--- src/rtl/vxe_vpu_thread_rf_wr.sv ---
// vxe_vpu_thread_rf_wr
// Accepts register-write commands and drives the thread register file write
// port. It masks data to the target register width and expands CLEAR_ALL into
// six zero writes (ACC, VL, EN, RS, RT, RD) on consecutive cycles.
//
// Ports:
//   clk, nrst            clock, asynchronous active-low reset
//   cmd_valid/cmd_ready  command handshake (cmd_ready is registered)
//   cmd_op[2:0]          target register index, 3'b111 = CLEAR_ALL
//   cmd_data[37:0]       write value (ignored for CLEAR_ALL)
//   ridx[2:0], wr_en,    registered write port to the thread RF
//   data[37:0]
//   busy                 high while CLEAR_ALL writes are presented
//   err                  one-cycle pulse for a rejected command
//
// Optional feature: define VXE_VPU_RFWR_VL_CHECK_EN to reject VL writes whose
// masked value is zero.
module vxe_vpu_thread_rf_wr (
  input  logic        clk,
  input  logic        nrst,
  input  logic        cmd_valid,
  output logic        cmd_ready,
  input  logic [2:0]  cmd_op,
  input  logic [37:0] cmd_data,
  output logic [2:0]  ridx,
  output logic        wr_en,
  output logic [37:0] data,
  output logic        busy,
  output logic        err
);

  localparam int unsigned DATA_W = 38;
  localparam int unsigned IDX_W  = 3;

  // Register indices, matching the VPU_REG_IDX_* assignments
  localparam logic [IDX_W-1:0] REG_ACC   = 3'd0;
  localparam logic [IDX_W-1:0] REG_VL    = 3'd1;
  localparam logic [IDX_W-1:0] REG_EN    = 3'd2;
  localparam logic [IDX_W-1:0] REG_RD    = 3'd5;
  localparam logic [IDX_W-1:0] CLEAR_ALL = 3'd7;

  typedef enum logic {IDLE = 1'b0, CLEAR = 1'b1} state_t;

  state_t            state;
  logic [IDX_W-1:0]  seq_cnt;

  // Keep only the bits the target register implements
  function automatic logic [DATA_W-1:0] mask_data(input logic [IDX_W-1:0] op,
                                                  input logic [DATA_W-1:0] d);
    logic [DATA_W-1:0] m;
    m = d;
    case (op)
      REG_ACC: m = {6'd0, d[31:0]};
      REG_VL:  m = {18'd0, d[19:0]};
      REG_EN:  m = {37'd0, d[0]};
      default: m = d;
    endcase
    return m;
  endfunction

  logic              accept;
  logic              op_defined;
  logic              reject;
  logic [DATA_W-1:0] masked;

  // Command classification for the current handshake
  always_comb begin
    accept     = cmd_valid && cmd_ready && (state == IDLE);
    op_defined = (cmd_op <= REG_RD);
    masked     = mask_data(cmd_op, cmd_data);
    reject     = !op_defined && (cmd_op != CLEAR_ALL);
`ifdef VXE_VPU_RFWR_VL_CHECK_EN
    if ((cmd_op == REG_VL) && (masked == '0)) begin
      reject = 1'b1;
    end
`endif
  end

  // Sequencer with registered write-port and status outputs
  always_ff @(posedge clk or negedge nrst) begin
    if (!nrst) begin
      state     <= IDLE;
      seq_cnt   <= '0;
      cmd_ready <= 1'b0;
      ridx      <= '0;
      wr_en     <= 1'b0;
      data      <= '0;
      busy      <= 1'b0;
      err       <= 1'b0;
    end else begin
      wr_en <= 1'b0;
      err   <= 1'b0;
      case (state)
        IDLE: begin
          cmd_ready <= 1'b1;
          busy      <= 1'b0;
          if (accept) begin
            if (cmd_op == CLEAR_ALL) begin
              // First clear write (ACC) goes out with the accepting edge
              state     <= CLEAR;
              seq_cnt   <= 3'd1;
              cmd_ready <= 1'b0;
              busy      <= 1'b1;
              wr_en     <= 1'b1;
              ridx      <= REG_ACC;
              data      <= '0;
            end else if (reject) begin
              err <= 1'b1;
            end else begin
              wr_en <= 1'b1;
              ridx  <= cmd_op;
              data  <= masked;
            end
          end
        end
        CLEAR: begin
          cmd_ready <= 1'b0;
          // Counter value equals the register index written this step;
          // one step past RD closes the sequence
          if (seq_cnt <= REG_RD) begin
            wr_en   <= 1'b1;
            busy    <= 1'b1;
            ridx    <= seq_cnt;
            data    <= '0;
            seq_cnt <= seq_cnt + 3'd1;
          end else begin
            busy      <= 1'b0;
            cmd_ready <= 1'b1;
            seq_cnt   <= '0;
            state     <= IDLE;
          end
        end
        default: begin
          state   <= IDLE;
          seq_cnt <= '0;
        end
      endcase
    end
  end

endmodule

--- config.mk ---
export PLATFORM = sky130hd
export DESIGN_NAME = vxe_vpu_thread_rf_wr
export DESIGN_NICKNAME = d
export VERILOG_FILES = /design/src/rtl/vxe_vpu_thread_rf_wr.sv
export SDC_FILE = /design/constraint.sdc
export NUM_CORES = 1
export LEC_CHECK = 0
export ABC_AREA = 0
export CORE_ASPECT_RATIO = 0.5
export CORE_MARGIN = 1
export CORE_UTILIZATION = 30
export DETAILED_ROUTE_END_ITERATION = 12
export PLACE_DENSITY = 0.6
export RECOVER_POWER = 25
export SLEW_MARGIN = 20
export SYNTH_ARGS = -nofsm -noshare
export SYNTH_HDL_FRONTEND = slang
export SYNTH_SLANG_ARGS = --single-unit
--- constraint.sdc ---
create_clock -name clk -period 1.6 [get_ports clk]
set_input_delay 0.32 -clock clk [delete_from_list [all_inputs] [get_ports clk]]
set_output_delay 0.32 -clock clk [all_outputs]
set_load 0.005 [all_outputs]
After elaboration in Yosys (flattened, before gate mapping)
Index checks and enable logic that the tools add are counted.
{"block": "classes", "addsub": 1, "magnitude_cmp": 2, "n_eq_ne": 8, "muxes": 31, "bitwise": 1, "n_reduce_logical": 7}
{"cell": "two-way mux 38 bit", "count": 4}
{"cell": "case mux 38 bit (3 select lines)", "count": 1}
{"cell": "case mux 38 bit (2 select lines)", "count": 1}
{"cell": "two-way mux 3 bit", "count": 7}
{"cell": "two-way mux 1 bit", "count": 13}
{"cell": "case mux 3 bit (2 select lines)", "count": 2}
{"cell": "less-or-equal comparator 3 bit (second input constant)", "count": 2}
{"cell": "case mux 1 bit (2 select lines)", "count": 3}
{"cell": "inequality test 2 x 1 -> 1 bit (second input constant)", "count": 2}
{"cell": "adder 3 x 1 -> 3 bit (second input constant)", "count": 1}
{"cell": "equality test 3 x 1 -> 1 bit (second input constant)", "count": 1}
{"cell": "equality test 3 x 2 -> 1 bit (second input constant)", "count": 1}
{"cell": "equality test 3 bit (second input constant)", "count": 1}
{"cell": "logical AND 1 bit", "count": 3}
{"cell": "zero test 3 bit", "count": 1}
{"cell": "inequality test 3 x 2 -> 1 bit (second input constant)", "count": 1}
{"cell": "inequality test 3 bit (second input constant)", "count": 1}
{"cell": "AND reduction 3 bit", "count": 1}
{"cell": "inequality test 2 bit (second input constant)", "count": 1}
{"cell": "AND reduction 2 bit", "count": 1}
{"cell": "zero test 1 bit", "count": 1}
{"cell": "NOT 1 bit", "count": 1}
{"block": "totals", "regBits": 48, "in_bits": 44, "output_inout_bits": 45, "word_cells": 57}

Logic depth before layout (Yosys ltp)
{"block": "depth", "ltp_word": 7, "depth_mapped": 8, "depth_no_buf": 7}

Worst setup path after synthesis
No wires, ideal clock.
{"block": "synth_timing", "path_kind": "register to register", "from": "register seq_cnt[0]", "to": "register ridx[0]", "setup_ns": 0.125, "arrival_ns": 1.581, "required_ns": 1.475, "setup_slack_ns": -0.107, "path_stages_with_launch": 8, "n_path_buf": 1, "period_less_slack_ns": 1.707, "path_cell_list": "dfrtp_1 > ha_1 > nand2b_1 > o21ai_2 > and2_4 > buf_6 > inv_4 > mux2_4"}
{"block": "synth_via", "elab_chain_len": 3, "elab_cells_between_ends": 5, "cone_classes": "order compare (1); eq/ne (1); mux (2); reduce/logical (1)"}
{"item": "from (decl)", "line": "45", "text": "logic [IDX_W-1:0] seq_cnt;"}
{"item": "from (signal assigned)", "line": "125", "text": "seq_cnt <= seq_cnt + 3'd1;"}
{"item": "less-or-equal comparator 3 bit", "line": "120", "text": "if (seq_cnt <= REG_RD) begin"}
{"item": "inequality test 2 x 1 -> 1 bit (no line)"}
{"item": "AND reduction 3 bit (no line)"}
{"item": "to (signal assigned)", "line": "111", "text": "ridx <= cmd_op;"}
{"item": "to (signal assigned)", "line": "123", "text": "ridx <= seq_cnt;"}
{"item": "to (decl)", "line": "25", "text": "output logic [2:0] ridx,"}
Parallel ways exist; a longest one is shown, timed or not. The select of a mux whose other input is x is not followed.
A chain may end at the register's enable or synchronous reset.

Final worst setup path
{"block": "layout_timing", "from": "register state", "to": "register ridx[0]"}
{"block": "layout_via", "elab_chain_len": 4, "elab_cells_between_ends": 7, "cone_classes": "eq/ne (3); mux (1); bitwise (1); reduce/logical (2)"}
{"item": "from (decl)", "line": "44", "text": "state_t state;"}
{"item": "from (signal assigned)", "line": "82", "text": "state <= IDLE;"}
{"item": "from (signal assigned)", "line": "100", "text": "state <= CLEAR;"}
{"item": "from (signal assigned)", "line": "130", "text": "state <= IDLE;"}
{"item": "NOT 1 bit"}
{"item": "logical AND 1 bit", "line": "68", "text": "accept = cmd_valid && cmd_ready && (state == IDLE);"}
{"item": "inequality test 2 bit (no line)"}
{"item": "AND reduction 3 bit (no line)"}
Parallel ways exist; a longest one is shown, timed or not.

==> summary.txt <==
Route
  – DRT Pass-1 Iters: 4
  – DRT Wirelength: 5826 µm
  – Remaining DRCs: 0
  – Post-route ant nets: 0
  – Initial DRC Count: 93
  – WL per Instance: 13.97 µm
  – Vias per inst: 4.712
  – Via count: 1965

Global route
  – Met1 GRT Util: 0.2082
  – Initial antenna violation count: 0
  – Gr ovfl total: 0
  – M3 GR Usage: 0.03011
  – GR Util met2: 0.2994
  – Largest net degree at the start of global routing: 49
  – Global route hottest layer: met2
  – Gr usage total: 0.1638
  – First-pass GRT wire length: 9494 µm
  – Number of global-route vias before repair: 1992

Cells and area
  – Fin util: 0.5092
  – Nets: 370
  – Share of layout cells above drive strength 1: 0.1508
  – Layout area overhead: 60.79%
  – # diodes: 0

Clock network
  – CTS tree: yes
  – Worst-Skew Late Latency: 0.28 ns
  – Clk root buf: clkbuf_16
  – Clock Sinks: 48
  – CTS max path bufs: 2
  – Inserted Clock Buffers: 5
  – Clk pin slew, worst setup/hold paths: 0.06 ns
  – H-Tree Depth: 2

Timing
  – Max Slew Vio Count: 0
  – Slew @ Worst Pin: 1.160 ns
  – Final setup vio count: 0
  – Max Fclk: 644.1 MHz
  – Total Neg Setup Slack: 0 ns
  – RSZ-0062 raised after global routing: false
  – Tmin final: 1.552 ns
  – Slew HR: 0.2266
  – Share of the cycle needed by the critical path after routing: 0.9703
  – Post-Route Skew: 0.003260 ns
  – Final hold vios: 0

Floorplanning
  – Die X: 122.1 µm
  – Core area: 0.006832 mm²
  – Initial core utilization: 0.3167
  – # rows: 21
  – Vert. Die Dim: 62.05 µm
  – I/O pin count: 89
  – Die footprint: 0.007575 mm²

Yosys
  – Ys async rst share: 1.000
  – Syn Area/Cell: 9.615 µm²
  – Area share of the largest cell type after synthesis: 0.5552
  – Synth Warn #: 0
  – Number of synthesized flops with an enable pin: 0
  – Primary FF master, synth: dfrtp_1
  – Seq/Total Area, Yosys: 0.5552
  – Synthesized Nets: 271
  – Syn Std Cell Area: 0.002163 mm²
  – Synth area leaders: dfrtp_1 (56%), nand3_1 (9.0%), nand2_1 (8.0%)
  – Synth area leader: dfrtp_1
  – Yosys cell types: 33
  – Top cells by count, synth: dfrtp_1 (48), nand2_1 (46), nand3_1 (39)
  – Most frequent cell after synthesis: dfrtp_1
  – Gate Count Post-Synth: 225
  – Yosys reg bits: 48

Worst setup path
  – Worst EP arrival: 1.72 ns
  – CP Capture Type: flop
  – Crit Path Max Fanout: 9
  – CP required: 1.76 ns
  – Startpoint types: flop
  – CP Class: flop to flop

Pwr
  – Sw frac: 0.2820
  – P_leak: 1.529 nW
  – Clock network power share: 0.250
  – Comb power frac: 0.350
  – Pwr/cell area: 1196 mW/mm²
  – Int Power: 2.987 mW
  – Peak supply drop: 0.4356 mV
  – Flop pwr share: 0.400
  – Switching Power: 1.173 mW

Outcome
  – Outcome: complete, no violations

Placement
  – HPWL after detailed placement: 4235 µm
  – RePlAce Congestion: 0.7108
  – I/O Buffers: 88

Worst hold path
  – Hold crit path type: primary input to async pin

Run
  – Max-cap violations: 0
[repair_timing]
action                     CTS  global route
setup endpoints to repair    1            29
hold buffers                 0             0
setup buffers                3             0
pin swaps                    1             0
cloned                       0             0
resized for setup            3            21
[area by class of cell]
class / count / area, µm²
fill: 626 / 3353
sequential: 48 / 1201
timing repair buffer: 110 / 1107
multi-input combinational: 156 / 890.9
clock buffer: 7 / 142.6
tap: 92 / 115.1
inverter: 3 / 13.76
clock inverter: 1 / 7.507
[critical path, cell delays in order (launching register included)]
cell,delay (ns)
dfrtp_1,0.41
buf_12,0.14
buf_12,0.13
buf_4,0.15
o21ai_4,0.07
and2_4,0.20
inv_4,0.05
mux2_4,0.29
[power groups by stage]
stage          registers, mW  clock network (mW)  logic (mW)
2_1_floorplan           1.70                   0       0.544
5_1_grt                 1.70                1.13        1.60
3_5_place_dp            1.69                   0        1.42
3_3_place_gp            1.67                   0        1.40
4_1_cts                 1.67                1.07        1.45
6_report                1.66                1.04        1.46
[stage by stage]
| step | power [mW] | instance area [µm²] | cells | setup slack (ns) | hold WS (ns) |
|---|---|---|---|---|---|
| after floorplan | 2.242 | 2181 | 225 | -0.01467 | 0.02441 |
| after global placement | 3.071 | 3266 | 406 | -0.2300 | 0.3193 |
| after detailed placement | 3.110 | 3266 | 406 | -0.2686 | 0.3248 |
| after CTS | 4.185 | 3457 | 417 | 0.007220 | 0.02593 |
| after global routing | 4.431 | 3478 | 417 | 0.006104 | 0.4759 |
| final | 4.161 | 3478 | 417 | 0.04753 | 0.3505 |
[logic make-up after synthesis]
kind of cell	Yosys count	synth area share
adder cells (fa/ha/maj)	2	0.01157
buffers and inverters	21	0.05205
flip-flops	48	0.5552
AO/OA/AOI/OAI	55	0.1527
multiplexers	3	0.02082
AND/OR/NAND/NOR	94	0.1995
XOR/XNOR	2	0.008099
[sequential cells by signal (all words and copies together), names as in the netlist]
name       cells
wr_en          1
err            1
data          38
cmd_ready      1
seq_cnt        3
ridx           3
state          1
[cells in the final DEF (no fill, tap or decap), types with 2 or more instances in the layout]
| master | netlist | final |
|---|---|---|
| dlymetal6s2s_1 | 0 | 2 |
| o21ai_2 | 1 | 2 |
| clkbuf_16 | 0 | 5 |
| mux2_4 | 3 | 3 |
| o21ai_1 | 16 | 26 |
| nor2_1 | 3 | 3 |
| buf_12 | 0 | 4 |
| a21o_1 | 2 | 2 |
| buf_6 | 2 | 4 |
| buf_4 | 2 | 13 |
| dfrtp_1 | 48 | 48 |
| o21ai_0 | 27 | 15 |
| clkdlybuf4s50_1 | 0 | 84 |
| nand2_1 | 46 | 46 |
| nand3_1 | 39 | 39 |
[final timing paths]
path | from | to | slack (ns) | depth (start not counted)
max reg2reg | state$_DFF_PN0_ | ridx[0]$_DFFE_PN0P_ | 0.05 | 7
min in group clk | cmd_op[2] | err$_DFF_PN0_ | 0.50 | 4
max in group asynchronous | nrst | ridx[2]$_DFFE_PN0P_ | 0.54 | 2
max | state$_DFF_PN0_ | ridx[0]$_DFFE_PN0P_ | 0.05 | 7
min | nrst | seq_cnt[0]$_DFFE_PN0P_ | 0.35 | 2
min reg2reg | data[13]$_DFFE_PN0P_ | data[13]$_DFFE_PN0P_ | 0.50 | 2
[routing by layer]
| metal | routed length [µm] | part of all wire | vias to the layer above |
|---|---|---|---|
| li1 | - | - | 965 |
| met1 | 2641 | 0.45 | 957 |
| met2 | 2943 | 0.51 | 41 |
| met3 | 227 | 0.039 | 2 |
| met4 | 14 | 0.0024 | 0 |
| met5 | 0 | 0 | - |
Power figures use the tool's default switching activity.
